$ cat config.mk
export PLATFORM = sky130hd
export DESIGN_NAME = adc_frame_align_ctrl
export DESIGN_NICKNAME = d
export VERILOG_FILES = /design/src/rtl/adc_frame_align_ctrl.sv
export SDC_FILE = /design/constraint.sdc
export NUM_CORES = 1
export LEC_CHECK = 0
export CAP_MARGIN = 20
export CORE_UTILIZATION = 40
export CTS_BUF_LIST = sky130_fd_sc_hd__clkbuf_8
export DETAILED_ROUTE_END_ITERATION = 16
export MAX_ROUTING_LAYER = met4
export PLACE_DENSITY = 0.67
export REMOVE_ABC_BUFFERS = 1
export SETUP_SLACK_MARGIN = 0.4
export SYNTH_ARGS = -nofsm -noshare
export SYNTH_HDL_FRONTEND = slang
export SYNTH_SLANG_ARGS = --single-unit
export TNS_END_PERCENT = 1
$ cat constraint.sdc
create_clock -name FrmClk -period 2.6 [get_ports FrmClk]
set_input_delay 0.52 -clock FrmClk [delete_from_list [all_inputs] [get_ports FrmClk]]
set_output_delay 0.52 -clock FrmClk [all_outputs]
set_load 0.05 [all_outputs]
$ cat src/rtl/adc_frame_align_ctrl.sv
// -----------------------------------------------------------------------------
// adc_frame_align_ctrl
//
// Purpose:
//   Sequences frame-word alignment of a deserialized LVDS ADC stream before
//   the channel-swap / sign-extend stage. The block watches the deserialized
//   frame-clock word and issues single-cycle BitSlip pulses to the
//   deserializers until the expected frame pattern is seen MatchCount times
//   in a row. It then asserts Aligned, which gates downstream sample capture.
//   While locked it keeps watching the frame word and declares loss of lock
//   after LossCount consecutive mismatches.
//
// Optional feature (compile-time macro ADC_ALIGN_AUTO_RELOCK_EN):
//   defined   : loss of lock goes straight back to SETTLE with all counters
//               cleared, so realignment starts without an AlignStart.
//   undefined : loss of lock returns to IDLE and waits for AlignStart.
//   LockLost pulses in both builds.
//
// Parameters:
//   AdcBits      ADC resolution; only FrmWord[AdcBits-1:0] is compared.
//   FrmPattern   expected frame word (low AdcBits bits used).
//   SettleCycles cycles waited after a start or a slip before comparing (>=1).
//   MatchCount   consecutive matches required to lock (>=1).
//   MaxSlips     slip attempts allowed before declaring failure (<=31).
//   LossCount    consecutive mismatches in LOCKED that declare loss (>=1).
//
// Ports:
//   FrmClk      in   frame clock, all logic on the rising edge
//   Rst         in   asynchronous active-high reset
//   AlignStart  in   single-cycle request to (re)start alignment
//   FrmWord     in   16-bit deserialized frame-clock word, valid every cycle
//   BitSlip     out  single-cycle slip pulse to all deserializers
//   Aligned     out  high while LOCKED
//   AlignFail   out  high while FAIL
//   LockLost    out  single-cycle pulse on loss of lock
//   SlipCnt     out  slips issued in the current attempt (saturating)
//   StateDbg    out  current FSM state encoding, for debug/observation
//
// Handshake: AlignStart is a level sampled on every rising edge; there is no
// ready/acknowledge. A high sample is a request. It is honoured on the same
// edge in every state except SLIP, where the slip pulse finishes first and the
// restart happens on the following edge.
//
// All outputs are registered: each output flop is loaded from the next-state
// decode so that it lines up with the state register.
// -----------------------------------------------------------------------------
module adc_frame_align_ctrl #(
    parameter int          AdcBits      = 14,
    parameter logic [15:0] FrmPattern   = 16'h3F80,
    parameter int          SettleCycles = 8,
    parameter int          MatchCount   = 4,
    parameter int          MaxSlips     = 14,
    parameter int          LossCount    = 3
) (
    input  logic        FrmClk,
    input  logic        Rst,
    input  logic        AlignStart,
    input  logic [15:0] FrmWord,
    output logic        BitSlip,
    output logic        Aligned,
    output logic        AlignFail,
    output logic        LockLost,
    output logic [4:0]  SlipCnt,
    output logic [2:0]  StateDbg
);

    typedef enum logic [2:0] {
        ST_IDLE   = 3'd0,
        ST_SETTLE = 3'd1,
        ST_CHECK  = 3'd2,
        ST_SLIP   = 3'd3,
        ST_LOCKED = 3'd4,
        ST_FAIL   = 3'd5
    } state_t;

    // Only the low AdcBits bits of the frame word take part in the compare.
    // The mask is applied to the XOR so the unused upper bits never matter.
    localparam logic [15:0] FRM_MASK    = 16'((32'd1 << AdcBits) - 32'd1);

    // Terminal counts. The counters run from 0, so "reached N" is "== N-1"
    // at the edge where the N-th event is seen.
    localparam logic [7:0]  SETTLE_LAST = 8'(SettleCycles - 1);
    localparam logic [7:0]  MATCH_LAST  = 8'(MatchCount - 1);
    localparam logic [7:0]  LOSS_LAST   = 8'(LossCount - 1);
    localparam logic [4:0]  MAX_SLIPS   = 5'(MaxSlips);

    // State and counters.
    state_t      state_q,      state_d;
    logic [7:0]  settle_cnt_q, settle_cnt_d;
    logic [7:0]  match_cnt_q,  match_cnt_d;
    logic [7:0]  loss_cnt_q,   loss_cnt_d;
    logic [4:0]  slip_cnt_q,   slip_cnt_d;

    // Registered outputs.
    logic        bit_slip_q,   bit_slip_d;
    logic        aligned_q,    aligned_d;
    logic        align_fail_q, align_fail_d;
    logic        lock_lost_q,  lock_lost_d;

    logic        frm_match;

    always_comb begin
        frm_match = (((FrmWord ^ FrmPattern) & FRM_MASK) == 16'd0);
    end

    // -------------------------------------------------------------------------
    // Next-state and counter logic
    // -------------------------------------------------------------------------
    always_comb begin
        state_d      = state_q;
        settle_cnt_d = settle_cnt_q;
        match_cnt_d  = match_cnt_q;
        loss_cnt_d   = loss_cnt_q;
        slip_cnt_d   = slip_cnt_q;
        lock_lost_d  = 1'b0;

        if (AlignStart && (state_q != ST_SLIP)) begin
            // Restart from anywhere except SLIP: the slip pulse is never cut
            // short by a restart request (only reset can truncate it).
            state_d      = ST_SETTLE;
            settle_cnt_d = 8'd0;
            match_cnt_d  = 8'd0;
            loss_cnt_d   = 8'd0;
            slip_cnt_d   = 5'd0;
        end else begin
            unique case (state_q)
                ST_IDLE: begin
                    state_d = ST_IDLE;
                end

                ST_SETTLE: begin
                    // Frame words are ignored while the deserializers settle.
                    if (settle_cnt_q == SETTLE_LAST) begin
                        state_d     = ST_CHECK;
                        match_cnt_d = 8'd0;
                    end else begin
                        settle_cnt_d = settle_cnt_q + 8'd1;
                    end
                end

                ST_CHECK: begin
                    if (frm_match) begin
                        if (match_cnt_q == MATCH_LAST) begin
                            state_d     = ST_LOCKED;
                            match_cnt_d = 8'd0;
                            loss_cnt_d  = 8'd0;
                        end else begin
                            match_cnt_d = match_cnt_q + 8'd1;
                        end
                    end else begin
                        // Any mismatch restarts the match run. The slip budget
                        // is checked here, before another slip is spent.
                        match_cnt_d = 8'd0;
                        if (slip_cnt_q == MAX_SLIPS) begin
                            state_d = ST_FAIL;
                        end else begin
                            state_d = ST_SLIP;
                        end
                    end
                end

                ST_SLIP: begin
                    // Exactly one cycle here, so BitSlip can never be high on
                    // two consecutive cycles.
                    state_d      = ST_SETTLE;
                    settle_cnt_d = 8'd0;
                    match_cnt_d  = 8'd0;
                    if (AlignStart) begin
                        // Restart requested during the pulse: begin a fresh
                        // attempt instead of counting this slip.
                        loss_cnt_d = 8'd0;
                        slip_cnt_d = 5'd0;
                    end else if (slip_cnt_q < MAX_SLIPS) begin
                        slip_cnt_d = slip_cnt_q + 5'd1;
                    end
                end

                ST_LOCKED: begin
                    if (frm_match) begin
                        loss_cnt_d = 8'd0;
                    end else if (loss_cnt_q == LOSS_LAST) begin
                        lock_lost_d = 1'b1;
                        loss_cnt_d  = 8'd0;
`ifdef ADC_ALIGN_AUTO_RELOCK_EN
                        state_d      = ST_SETTLE;
                        settle_cnt_d = 8'd0;
                        match_cnt_d  = 8'd0;
                        slip_cnt_d   = 5'd0;
`else
                        // SlipCnt keeps the value of the last attempt for
                        // debug until the next AlignStart.
                        state_d = ST_IDLE;
`endif
                    end else begin
                        loss_cnt_d = loss_cnt_q + 8'd1;
                    end
                end

                ST_FAIL: begin
                    // Held until AlignStart (handled above) or reset.
                    state_d = ST_FAIL;
                end

                default: begin
                    state_d      = ST_IDLE;
                    settle_cnt_d = 8'd0;
                    match_cnt_d  = 8'd0;
                    loss_cnt_d   = 8'd0;
                    slip_cnt_d   = 5'd0;
                end
            endcase
        end
    end

    // Output decode from the next state so the output flops change on the
    // same edge as the state register.
    always_comb begin
        bit_slip_d   = (state_d == ST_SLIP);
        aligned_d    = (state_d == ST_LOCKED);
        align_fail_d = (state_d == ST_FAIL);
    end

    // -------------------------------------------------------------------------
    // State register
    // -------------------------------------------------------------------------
    always_ff @(posedge FrmClk or posedge Rst) begin
        if (Rst) begin
            state_q <= ST_IDLE;
        end else begin
            state_q <= state_d;
        end
    end

    // -------------------------------------------------------------------------
    // Counters and output registers
    // -------------------------------------------------------------------------
    always_ff @(posedge FrmClk or posedge Rst) begin
        if (Rst) begin
            settle_cnt_q <= 8'd0;
            match_cnt_q  <= 8'd0;
            loss_cnt_q   <= 8'd0;
            slip_cnt_q   <= 5'd0;
            bit_slip_q   <= 1'b0;
            aligned_q    <= 1'b0;
            align_fail_q <= 1'b0;
            lock_lost_q  <= 1'b0;
        end else begin
            settle_cnt_q <= settle_cnt_d;
            match_cnt_q  <= match_cnt_d;
            loss_cnt_q   <= loss_cnt_d;
            slip_cnt_q   <= slip_cnt_d;
            bit_slip_q   <= bit_slip_d;
            aligned_q    <= aligned_d;
            align_fail_q <= align_fail_d;
            lock_lost_q  <= lock_lost_d;
        end
    end

    always_comb begin
        BitSlip   = bit_slip_q;
        Aligned   = aligned_q;
        AlignFail = align_fail_q;
        LockLost  = lock_lost_q;
        SlipCnt   = slip_cnt_q;
        StateDbg  = state_q;
    end

endmodule

==> impl_metrics.toml <==
[run_status]
status = "completed"

[logic_synthesis]
synth.distinct_cells = 45
synth_top_area_cell = "dfrtp_1"
synth-seq-cells = 36
syn_avg_cell_area_um2 = 8.93
synth-async-reset-ratio_pct = 100
synth-edff-count = 0
synth-seq-area-share_pct = 43.5
synth_ff_type = "dfrtp_1"
synth_common_cells = "dfrtp_1, nor2_1, a21oi_1, inv_1, o21ai_0"
synthCells = 232
synth_area_leaders = "dfrtp_1, a21oi_1, o21ai_0"
synth_area_um2 = 2070
yosysMostFrequentCell = "dfrtp_1"
synth_warnings = 0
yosysTopAreaCellShare_pct = 43.5

[sta]
max_freq_ghz = 0.454
slew_viol_final = 0
fin_crit_ns = 2.20
finalHoldViolations = 0
rsz0062_at_grt = "true"
clock_skew_ns = 0.00364
min_period_over_period_pct = 84.8
setup_slack_ns = 0.396
worst_slew_pin_slew_ns = 0.573
setup_viol = 0
maxSlewHeadroom_pct = 61.4

[clock_tree]
cts.sinks = 36
tritoncts = "yes"
cts_buffer_depth = 2
cts_buffers = 5
clk_pin_slew_ns = 0.07
cts_max_level = 2
cts-root-buf = "clkbuf_8"
clkLatencyLatePin_ns = 0.29
cts_hold_buf = 0

[routing]
drt_iter0_drc = 107
ant_nets = 0
wl_um = 4570
drt-wirelength-per-cell_um = 13.3
vias_per_cell = 5.52
drt-pass1-iter-count = 4
route.detailed.drc = 0
num_vias = 1894

[final_layout]
design_area_um2 = 2720
syn_to_final_growth_pct = 31.0
antenna_cells = 0
utilization_pct = 56.0
regArea_um2 = 901
multiInputGateArea_um2 = 1150
final_nets = 300
final_layout_size_suffix_gt1_share_pct = 13.8
finalNonFillerCells = 343
fill_cells = 450

[global_routing]
grt_pass1_vias = 1799
grt_start_max_net_pins = 26
grt.overflow.total = 0
grt_first_pass_wirelength_um = 7760
grtUsageTotal_pct = 19.0
antenna_found_initial = 0

[die]
core_um2 = 4850
boundaryPins = 31
start_util_pct = 42.7
die_w_um = 74.0
die_h_um = 74.0
rows = 25
fp.dieArea_um2 = 5470

[placed_design]
placed_area_um2 = 2510
dp.cells = 332
gp_congestion = 0.809
port_buffers = 28
dpl_worst_slack_ns = -0.215
detailed_place_hpwl_um = 3170

[min_path]
hold_depth = 1
hp-class = "reg -> reg"

[power]
power_density_nw_per_um2 = 474
finalPower_mw = 1.29
p_leak_nw = 1.15
ir_worst_vdd_mv = 0.190

[worst_setup_path]
cp.arrival_ns = 2.43
r2r_cells = 5
crit_buf_inv = 1
end_kind = "flip-flop"
cpPeakStageDelay_ns = 0.52
path_class = "in -> reg"
crit_chain = "clkdlybuf4s15_1 -> or4_4 -> nor4_4 -> or3b_4 -> or3_1 -> o21ai_1"
cp_max_fo = 4
cp.depth = 6
start_kind = "input pin"
reg2reg_slack_ns = 0.45
critPathRequiredTime_ns = 2.82
crit_slowest_cell = "or4_4"
crit_family = "simple AND/OR/NAND/NOR gates"

[run]
maxCapViolations = 0
[final timing paths]
path,startpoint,to
worst max-delay path,FrmWord[0],match_cnt_q[4]
worst min-delay path,settle_cnt_q[7],settle_cnt_q[7]
worst max register to register,settle_cnt_q[6],match_cnt_q[3]
worst min register to register,settle_cnt_q[7],settle_cnt_q[7]
max in group asynchronous,Rst,settle_cnt_q[3]
min in group asynchronous,Rst,loss_cnt_q[5]
[where the power goes]
part / switching [mW] / internal [mW]
Sequential: 0.0350 / 0.582
Clock: 0.212 / 0.281
Combinational: 0.0971 / 0.0805
[flip-flops by register name, summed over array words and instances (netlist names)]
register and flops:
AlignFail 1, Aligned 1, BitSlip 1, LockLost 1, SlipCnt 5, StateDbg 3
loss_cnt_q 8, match_cnt_q 8, settle_cnt_q 8
[logic make-up after synthesis]
group / share of synthesized area, %
fa+ha+maj: 3.62
compound gates: 17.5
xor+xnor: 1.69
mux: 1.45
flops: 43.5
simple gates: 27.8
buf+inv: 4.47
[stage by stage]
| step | TNS, ns | hold slack (ns) |
|---|---|---|
| after floorplan | -0.0431 | 0.444 |
| after global placement | -1.61 | 0.477 |
| after detailed placement | -1.87 | 0.470 |
| after CTS | 0 | 0.480 |
| after global routing | 0 | 0.520 |
| final | 0 | 0.478 |
[layout by cell type, fill, tap and decap left out, types with 2 or more instances in the layout]
cell type	count
o21ai_0	16
ha_1	6
inv_1	17
and3_1	3
nand2_1	10
clkdlybuf4s50_1	22
mux2i_1	3
a31oi_1	2
buf_4	14
and2_1	4
clkdlybuf4s15_1	2
a22o_1	3
o31a_1	2
o21ai_1	2
a21o_1	3
nor3b_1	3
xnor2_1	4
nor4b_1	3
nand3_1	15
nor3_1	12
nor2_1	18
nor2b_1	5
dfrtp_1	36
clkbuf_8	5
or4_1	4
dlygate4sd2_1	2
o211ai_1	2
or3_1	7
a21oi_1	15
nand4_1	5
[routing by layer]
metal	GRT usage, %	part of all wire, %
met5	-	0
met4	6.62	1.4
met3	4.20	3.3
met2	31.5	48
met1	22.8	47
[worst reg2reg max path, stage by stage (launching register included)]
cell	delay [ns]
dfrtp_1	0.42
or4_1	0.53
or3_1	0.36
o31a_1	0.37
o21bai_1	0.20
a21o_1	0.17
[timing repair]
item	in CTS	in global routing
gates resized for setup	14	10
endpoints found under the setup margin	20	20
setup buffers	3	0
pin swaps	7	14
[final cells by class]
cell class	instances	share of cell area, %
multi-input combinational	172	42.4
sequential	36	33.2
timing repair buffer	44	15.2
tap	67	3.09
clock buffer	5	2.53
inverter	16	2.21
clock inverter	3	1.43
Power figures use the tool's default switching activity.
